[config.mk]
export PLATFORM = sky130hd
export DESIGN_NAME = sr_latch_arbiter
export DESIGN_NICKNAME = d
export VERILOG_FILES = /design/src/rtl/sr_latch_arbiter.sv
export SDC_FILE = /design/constraint.sdc
export NUM_CORES = 1
export LEC_CHECK = 0
export BUFFER_PORTS_ARGS = -buffer_cell sky130_fd_sc_hd__clkbuf_2
export CORE_ASPECT_RATIO = 0.8
export CORE_UTILIZATION = 36
export CTS_CLUSTER_SIZE = 24
export DETAILED_ROUTE_END_ITERATION = 7
export PLACE_DENSITY = 0.53
export SLEW_MARGIN = 20
export SYNTH_ARGS = -nofsm -noshare
export SYNTH_HDL_FRONTEND = slang
export SYNTH_SLANG_ARGS = --single-unit
[constraint.sdc]
create_clock -name clk -period 4.3 [get_ports clk]
set_clock_uncertainty 0.15 [all_clocks]
set_input_delay 0.43 -clock clk [delete_from_list [all_inputs] [get_ports clk]]
set_output_delay 0.43 -clock clk [all_outputs]
set_load 0.01 [all_outputs]
[src/rtl/sr_latch_arbiter.sv]
// Round-robin arbiter that serialises set/reset requests onto one gated SR latch,
// pulsing EN with S/R held stable and checking the latch readback afterwards.
module sr_latch_arbiter #(
   parameter int unsigned NREQ      = 4,
   parameter int unsigned PULSE_LEN = 2
) (
   input  logic            clk,
   input  logic            rst_n,
   input  logic [NREQ-1:0] req,
   input  logic [NREQ-1:0] op,
   input  logic            q_in,
   output logic            s,
   output logic            r,
   output logic            en,
   output logic [NREQ-1:0] ack,
   output logic            busy,
   output logic            q_shadow,
   output logic            err
);

   localparam int unsigned IW = $clog2(NREQ);
   localparam int unsigned CW = 4;
   localparam logic [CW-1:0] CNT_LAST = CW'(PULSE_LEN - 1);

   typedef enum logic [2:0] {
      IDLE    = 3'd0,
      SETUP   = 3'd1,
      PULSE   = 3'd2,
      RELEASE = 3'd3,
      CHECK   = 3'd4
   } state_t;

   state_t          state_q, state_d;
   logic [IW-1:0]   idx_q, idx_d;
   logic            op_q, op_d;
   logic [IW-1:0]   ptr_q, ptr_d;
   logic [CW-1:0]   cnt_q, cnt_d;
   logic            valid_q, valid_d;
   logic            shadow_d;
   logic            err_d;
   logic            s_d, r_d, en_d, busy_d;
   logic [NREQ-1:0] ack_d;
   logic            found;
   logic [IW-1:0]   gnt_idx;

   // (base + off) mod NREQ for off < NREQ, avoiding a general modulo
   function automatic logic [IW-1:0] wrap_add(input logic [IW-1:0] base, input int unsigned off);
      int unsigned sum;
      sum = 32'(base) + off;
      if (sum >= NREQ) sum = sum - NREQ;
      return IW'(sum);
   endfunction

   // Round-robin search starting at ptr
   always_comb begin
      found   = 1'b0;
      gnt_idx = '0;
      for (int unsigned k = 0; k < NREQ; k++) begin
         if (!found && req[wrap_add(ptr_q, k)]) begin
            found   = 1'b1;
            gnt_idx = wrap_add(ptr_q, k);
         end
      end
   end

   // Next state, captured operation, shadow/err bookkeeping and next outputs
   always_comb begin
      state_d  = state_q;
      idx_d    = idx_q;
      op_d     = op_q;
      ptr_d    = ptr_q;
      cnt_d    = cnt_q;
      valid_d  = valid_q;
      shadow_d = q_shadow;
      err_d    = err;
      s_d      = 1'b0;
      r_d      = 1'b0;
      en_d     = 1'b0;
      ack_d    = '0;

      case (state_q)
         IDLE: begin
            if (found) begin
               idx_d = gnt_idx;
               op_d  = op[gnt_idx];
               ptr_d = wrap_add(gnt_idx, 1);
               if (valid_q && (op[gnt_idx] == q_shadow)) begin
                  // Latch already holds the requested value: skip straight to CHECK
                  state_d = CHECK;
                  if (q_in != q_shadow) err_d = 1'b1;
               end else begin
                  state_d = SETUP;
               end
            end
         end
         SETUP: begin
            state_d = PULSE;
            cnt_d   = '0;
         end
         PULSE: begin
            if (cnt_q == CNT_LAST) state_d = RELEASE;
            else                   cnt_d   = cnt_q + CW'(1);
         end
         RELEASE: begin
            // Shadow commits on CHECK entry so err is visible alongside ack
            state_d  = CHECK;
            shadow_d = op_q;
            valid_d  = 1'b1;
            if (q_in != op_q) err_d = 1'b1;
         end
         CHECK: begin
            state_d = IDLE;
         end
         default: begin
            state_d = IDLE;
         end
      endcase

      busy_d = (state_d != IDLE);
      case (state_d)
         SETUP, RELEASE: begin
            s_d = op_d;
            r_d = ~op_d;
         end
         PULSE: begin
            s_d  = op_d;
            r_d  = ~op_d;
            en_d = 1'b1;
         end
         CHECK: begin
            ack_d = NREQ'(1) << idx_d;
         end
         default: begin
            s_d = 1'b0;
         end
      endcase
   end

   // State and registered outputs
   always_ff @(posedge clk or negedge rst_n) begin
      if (!rst_n) begin
         state_q  <= IDLE;
         idx_q    <= '0;
         op_q     <= 1'b0;
         ptr_q    <= '0;
         cnt_q    <= '0;
         valid_q  <= 1'b0;
         q_shadow <= 1'b0;
         err      <= 1'b0;
         s        <= 1'b0;
         r        <= 1'b0;
         en       <= 1'b0;
         ack      <= '0;
         busy     <= 1'b0;
      end else begin
         state_q  <= state_d;
         idx_q    <= idx_d;
         op_q     <= op_d;
         ptr_q    <= ptr_d;
         cnt_q    <= cnt_d;
         valid_q  <= valid_d;
         q_shadow <= shadow_d;
         err      <= err_d;
         s        <= s_d;
         r        <= r_d;
         en       <= en_d;
         ack      <= ack_d;
         busy     <= busy_d;
      end
   end

   // Latch-safety invariants
   a_no_sr_both : assert property (@(posedge clk) disable iff (!rst_n) !(s && r));
   a_ack_onehot : assert property (@(posedge clk) disable iff (!rst_n) $onehot0(ack));
   a_en_drive   : assert property (@(posedge clk) disable iff (!rst_n) en |-> (s ^ r));

endmodule

* Word level (Yosys, flattened, before mapping)
Cells that the tools add are included.
** Word-level totals
- Register bits :: 23
- Word-level logic and storage cells :: 108
** Cells by class
- $add $sub $neg :: 10
- Order comparisons :: 10
- Equality and inequality tests :: 16
- Shift operators :: 1
- Muxes and demuxes :: 42
- Bitwise logic cells :: 1
- Reduce and logical (&&, ||, !) cells :: 15
** Operators with widths (count)
- $mux W2 :: 11
- $mux W1 :: 18
- $lt A2 B3 Y1 const B :: 5
- $eq A3 B2 Y1 const B :: 4
- $ge A3 B3 Y1 const B :: 4
- $pmux W3 S4 :: 1
- $bmux W1 S2 :: 5
- $ne A2 B2 Y1 const B :: 5
- $sub A2 B1 Y2 const B :: 5
- $mux W3 :: 3
- $mux W4 :: 2
- $pmux W4 S2 :: 1
- $add A2 B1 Y3 const B :: 2
- $add A2 B2 Y3 const B :: 2
- $eq A3 B1 Y1 const B :: 2
- $reduce_and A5 Y1 :: 1
- $add A4 B1 Y4 const B :: 1
- $eq A4 B1 Y1 const B :: 1
- $logic_and A1 B1 Y1 :: 4
- $reduce_and A2 Y1 :: 2
- $reduce_bool A2 Y1 :: 2
- $shl A1 B2 Y4 const A :: 1
- $eq A3 B3 Y1 const B :: 1
- $ge A2 B3 Y1 const B :: 1
- other kinds (8) :: 11

* Longest topological paths before layout
- Depth after elaboration :: 24
- Depth in mapped cells :: 7
- Gate-level depth less buffers :: 7

* Worst setup path before layout
Ideal clock, no wire load.
- Kind :: reg2reg
- Start :: reg ptr_q[1]
- End :: reg ack[0]
- Setup time :: 99 ps
- Data arrival time :: 2088 ps
- Required time :: 4051 ps
- Setup slack :: 1963 ps
- Cell stages (with the launch flop) :: 8
- Clock period less this slack :: 2337 ps
- Cells stage by stage :: dfrtp_1 > mux2_4 > o221ai_2 > mux2i_1 > mux2_4 > or3_1 > buf_2 > a311oi_1
** On the way
- Longest elaborated chain between the ends :: 23
** Ends and longest elaborated chain
- start: declaration :: line 36 : logic [IW-1:0] ptr_q, ptr_d;
- start signal: assignment :: line 159 : ptr_q <= ptr_d;
- branches (longest 22 deep; another with $add A2 B1 Y3)
- $mux W4 (*) :: line 120 : case (state_d)
- net ack_d[0] :: line 42 : logic [NREQ-1:0] ack_d;
- end signal: assignment :: line 167 : ack <= ack_d;
- end: declaration :: line 15 : output logic [NREQ-1:0] ack,
Mark *: on every way through the listed nets, which the timed path passes. The select of a mux whose other input is x is not followed.
A chain may end at the register's enable or synchronous reset.

* Final worst setup path
- Start :: reg ptr_q[1]
- End :: reg ack[1]
Same word-level chain as after synthesis.

==> metrics.txt <==
status finished, violations left; failing checks hold timing; setup-violating endpoint count in the final report 0; FF+latch count, synth 23; critical path arrival 2.54 ns; fillcell total 314; Max Cap Viol 0; capture point of the worst path ack[1]; First-pass DRT Iterations 4; Critical Path Fanout Max 7; Max Buffers Root-to-Sink 2; die area 3540 µm²; FF-to-FF End ack[1]; Die H 53.4 µm; initial antenna violation count 0; Diodes inserted 0; worst slew pin tran 0.581 ns; total CTS buffers 3; gr usage total 15.6%; Setup WS pre-CTS 1.75 ns; setup_tns 0 ns; remaining antenna violation count 0; First DRT Iteration DRCs 50; RePlAce Congestion 0.739; io pins 21; RSZ-0062 raised after global routing false; number of setup buffers added after CTS 0; Starting Density 38.2%; clk sinks 23; cts repair resizes 0; PwrDens 681 nW/µm²; startpoint type of the worst setup path flop; Slew HR 61.3%; vias per cell 5.30; R2R Setup Slk 1.78 ns; critical path endpoint category flop; Clock Pin Slew Worst Setup and Hold Paths 0.08 ns; vias in the first global route 871; FF-to-FF path depth 6; Synth Area in Simple Gates 16.1%; worst path required time 4.32 ns; fin nets 155; Avg WL per Cell 13.4 µm; Multi-input gate area 563 µm²; total grt overflow 0; commonest non-fill, non-tap cell in the layout dfrtp_1; most frequent cells in the layout 23 x dfrtp_1, 20 x clkbuf_2, 14 x nand2_1; Chip Width 66.2 µm; Yosys Warn Count 0; storage element area 576 µm²; hold_ws -0.00476 ns; Unique masters post-synth 35; multiplexer share of the synthesized area 7.68%; Peak supply drop 0.000242 V; LEAKAGE 0.647 nW; remaining routing DRC violations 0; Post-Synth Adder-Cell Area 2.11%; Cell Area, Synth 1190 µm²; largest family of logic cells by synthesized area compound AO/OA/AOI/OAI gates; half-perimeter wire length after placement 1710 µm; reg2reg start ptr_q[1]; IO Port Bufs 20; first-pass GRT wire length 4020 µm; area grow syn2layout 14.8%; Final Util 43.9%; Clk Latency, worst-skew pair 0.26 ns; Cells after Synth 122; Avg Inst Size Synth 9.74 µm²; Hold Crit Class in2async; pin count of the biggest net entering global routing 24; crit path from ptr_q[1]; critical path class reg2reg; Post-Synth XOR/XNOR Area 1.47%; final worst path period share 58.7%; via count 960; final slew viol count 0; Synth Area in Compound Gates 20.0%; clock root cell clkbuf_8; Max Clk Rate 0.396 GHz; min Tclk post-route 2.52 ns; TritonCTS clock tree yes; H-tree depth 1; Post-Route WL 2420 µm; Core Region 3110 µm²; hold_buf cts 0; layout cells sized above 1 20.6%; worst setup margin 1.78 ns; post-synthesis sequential area ratio 48.4%; Final Hold Viols 3; Synth Net Count 135; Row Count 18
## worst min path at each step
stage,start,endpoint,slack (ns),cells past startpoint
final,rst_n,en,-0.005,1
after global routing,rst_n,en,0.03,1
after CTS,rst_n,cnt_q[1],0.03,1
after detailed placement,rst_n,en,0.32,1
after global placement,rst_n,cnt_q[1],0.31,1
after floorplan,rst_n,ack[0],-0.02,0
## flip-flops by register name (all words and copies together) (netlist names)
| signal | cells |
|---|---|
| ptr_q | 2 |
| state_q | 3 |
| busy | 1 |
| err | 1 |
| s | 1 |
| cnt_q | 4 |
| op_q | 1 |
| r | 1 |
| en | 1 |
| q_shadow | 1 |
| idx_q | 2 |
| valid_q | 1 |
| ack | 4 |
## final cells by class
class | count | share of cell area [%]
sequential | 23 | 42.2
clock buffer | 3 | 3.02
inverter | 8 | 2.20
timing repair buffer | 20 | 7.33
tap | 40 | 3.67
clock inverter | 1 | 0.367
multi-input combinational | 86 | 41.2
## cells by family (layout without fill, tap and decap cells)
kind of cell / Yosys count / in the layout
AND/OR/NAND/NOR: 39 / 39
AO/OA/AOI/OAI: 35 / 35
adder cells (fa/ha/maj): 2 / 2
buffers and inverters: 13 / 32
multiplexers: 8 / 8
XOR/XNOR: 2 / 2
flip-flops: 23 / 23
## through the flow
step	hold slack, ns	instance area (µm²)	instances	total power [mW]
6_report	-0.00476	1370	181	0.929
5_1_grt	0.0343	1370	181	1.02
4_1_cts	0.0273	1370	181	0.933
3_5_place_dp	0.319	1320	177	0.794
3_3_place_gp	0.310	1320	177	0.790
2_1_floorplan	-0.0156	1190	122	0.686
## synthesized netlist by cell type
master / count / share of area [%]
a311oi_1: 4 / 2.9
nand2b_1: 3 / 1.6
mux2i_1: 5 / 4.2
a31oi_1: 1 / 0.53
o221ai_2: 1 / 1.3
buf_2: 1 / 0.42
nand3_1: 3 / 1.3
xor2_1: 1 / 0.74
mux2_2: 1 / 0.95
clkbuf_1: 4 / 1.3
or2_2: 1 / 0.53
o2bb2a_1: 1 / 0.84
nor4_1: 1 / 0.53
o211ai_1: 2 / 1.3
nor2b_1: 2 / 1.1
dfrtp_1: 23 / 48
a41oi_1: 1 / 0.74
a21oi_1: 8 / 3.4
or3_1: 1 / 0.53
or3b_1: 1 / 0.74
a21boi_0: 1 / 0.63
a22o_1: 3 / 2.2
nor2_1: 8 / 2.5
inv_1: 8 / 2.5
or4_1: 1 / 0.63
o21ai_0: 10 / 4.2
xnor2_1: 1 / 0.74
mux2_4: 2 / 2.5
nand3b_1: 2 / 1.3
nand2_1: 14 / 4.4
ha_1: 2 / 2.1
nand4_1: 2 / 1.1
o32ai_1: 1 / 0.74
a21o_1: 1 / 0.63
a211oi_1: 1 / 0.63
## critical path, stage by stage (launching register included)
cell	delay (ns)
dfrtp_1	0.48
mux2_4	0.34
o221ai_2	0.26
mux2i_1	0.14
mux2_4	0.30
or3_1	0.45
a311oi_1	0.30
## where the power goes
group / leakage (nW) / switching [mW] / total [mW] / internal [mW]
clock network: 0.0255 / 0.0697 / 0.134 / 0.0647
logic: 0.334 / 0.226 / 0.402 / 0.176
registers: 0.287 / 0.0924 / 0.393 / 0.300
## layer usage
layer	share of wire (%)	wire (µm)	track usage [%]
met4	0.50	12	2.13
met2	43	1040	23.8
met5	0	0	0
met1	51	1230	21.8
met3	5.5	133	5.17
No activity file was read; power rests on OpenSTA's default activity.
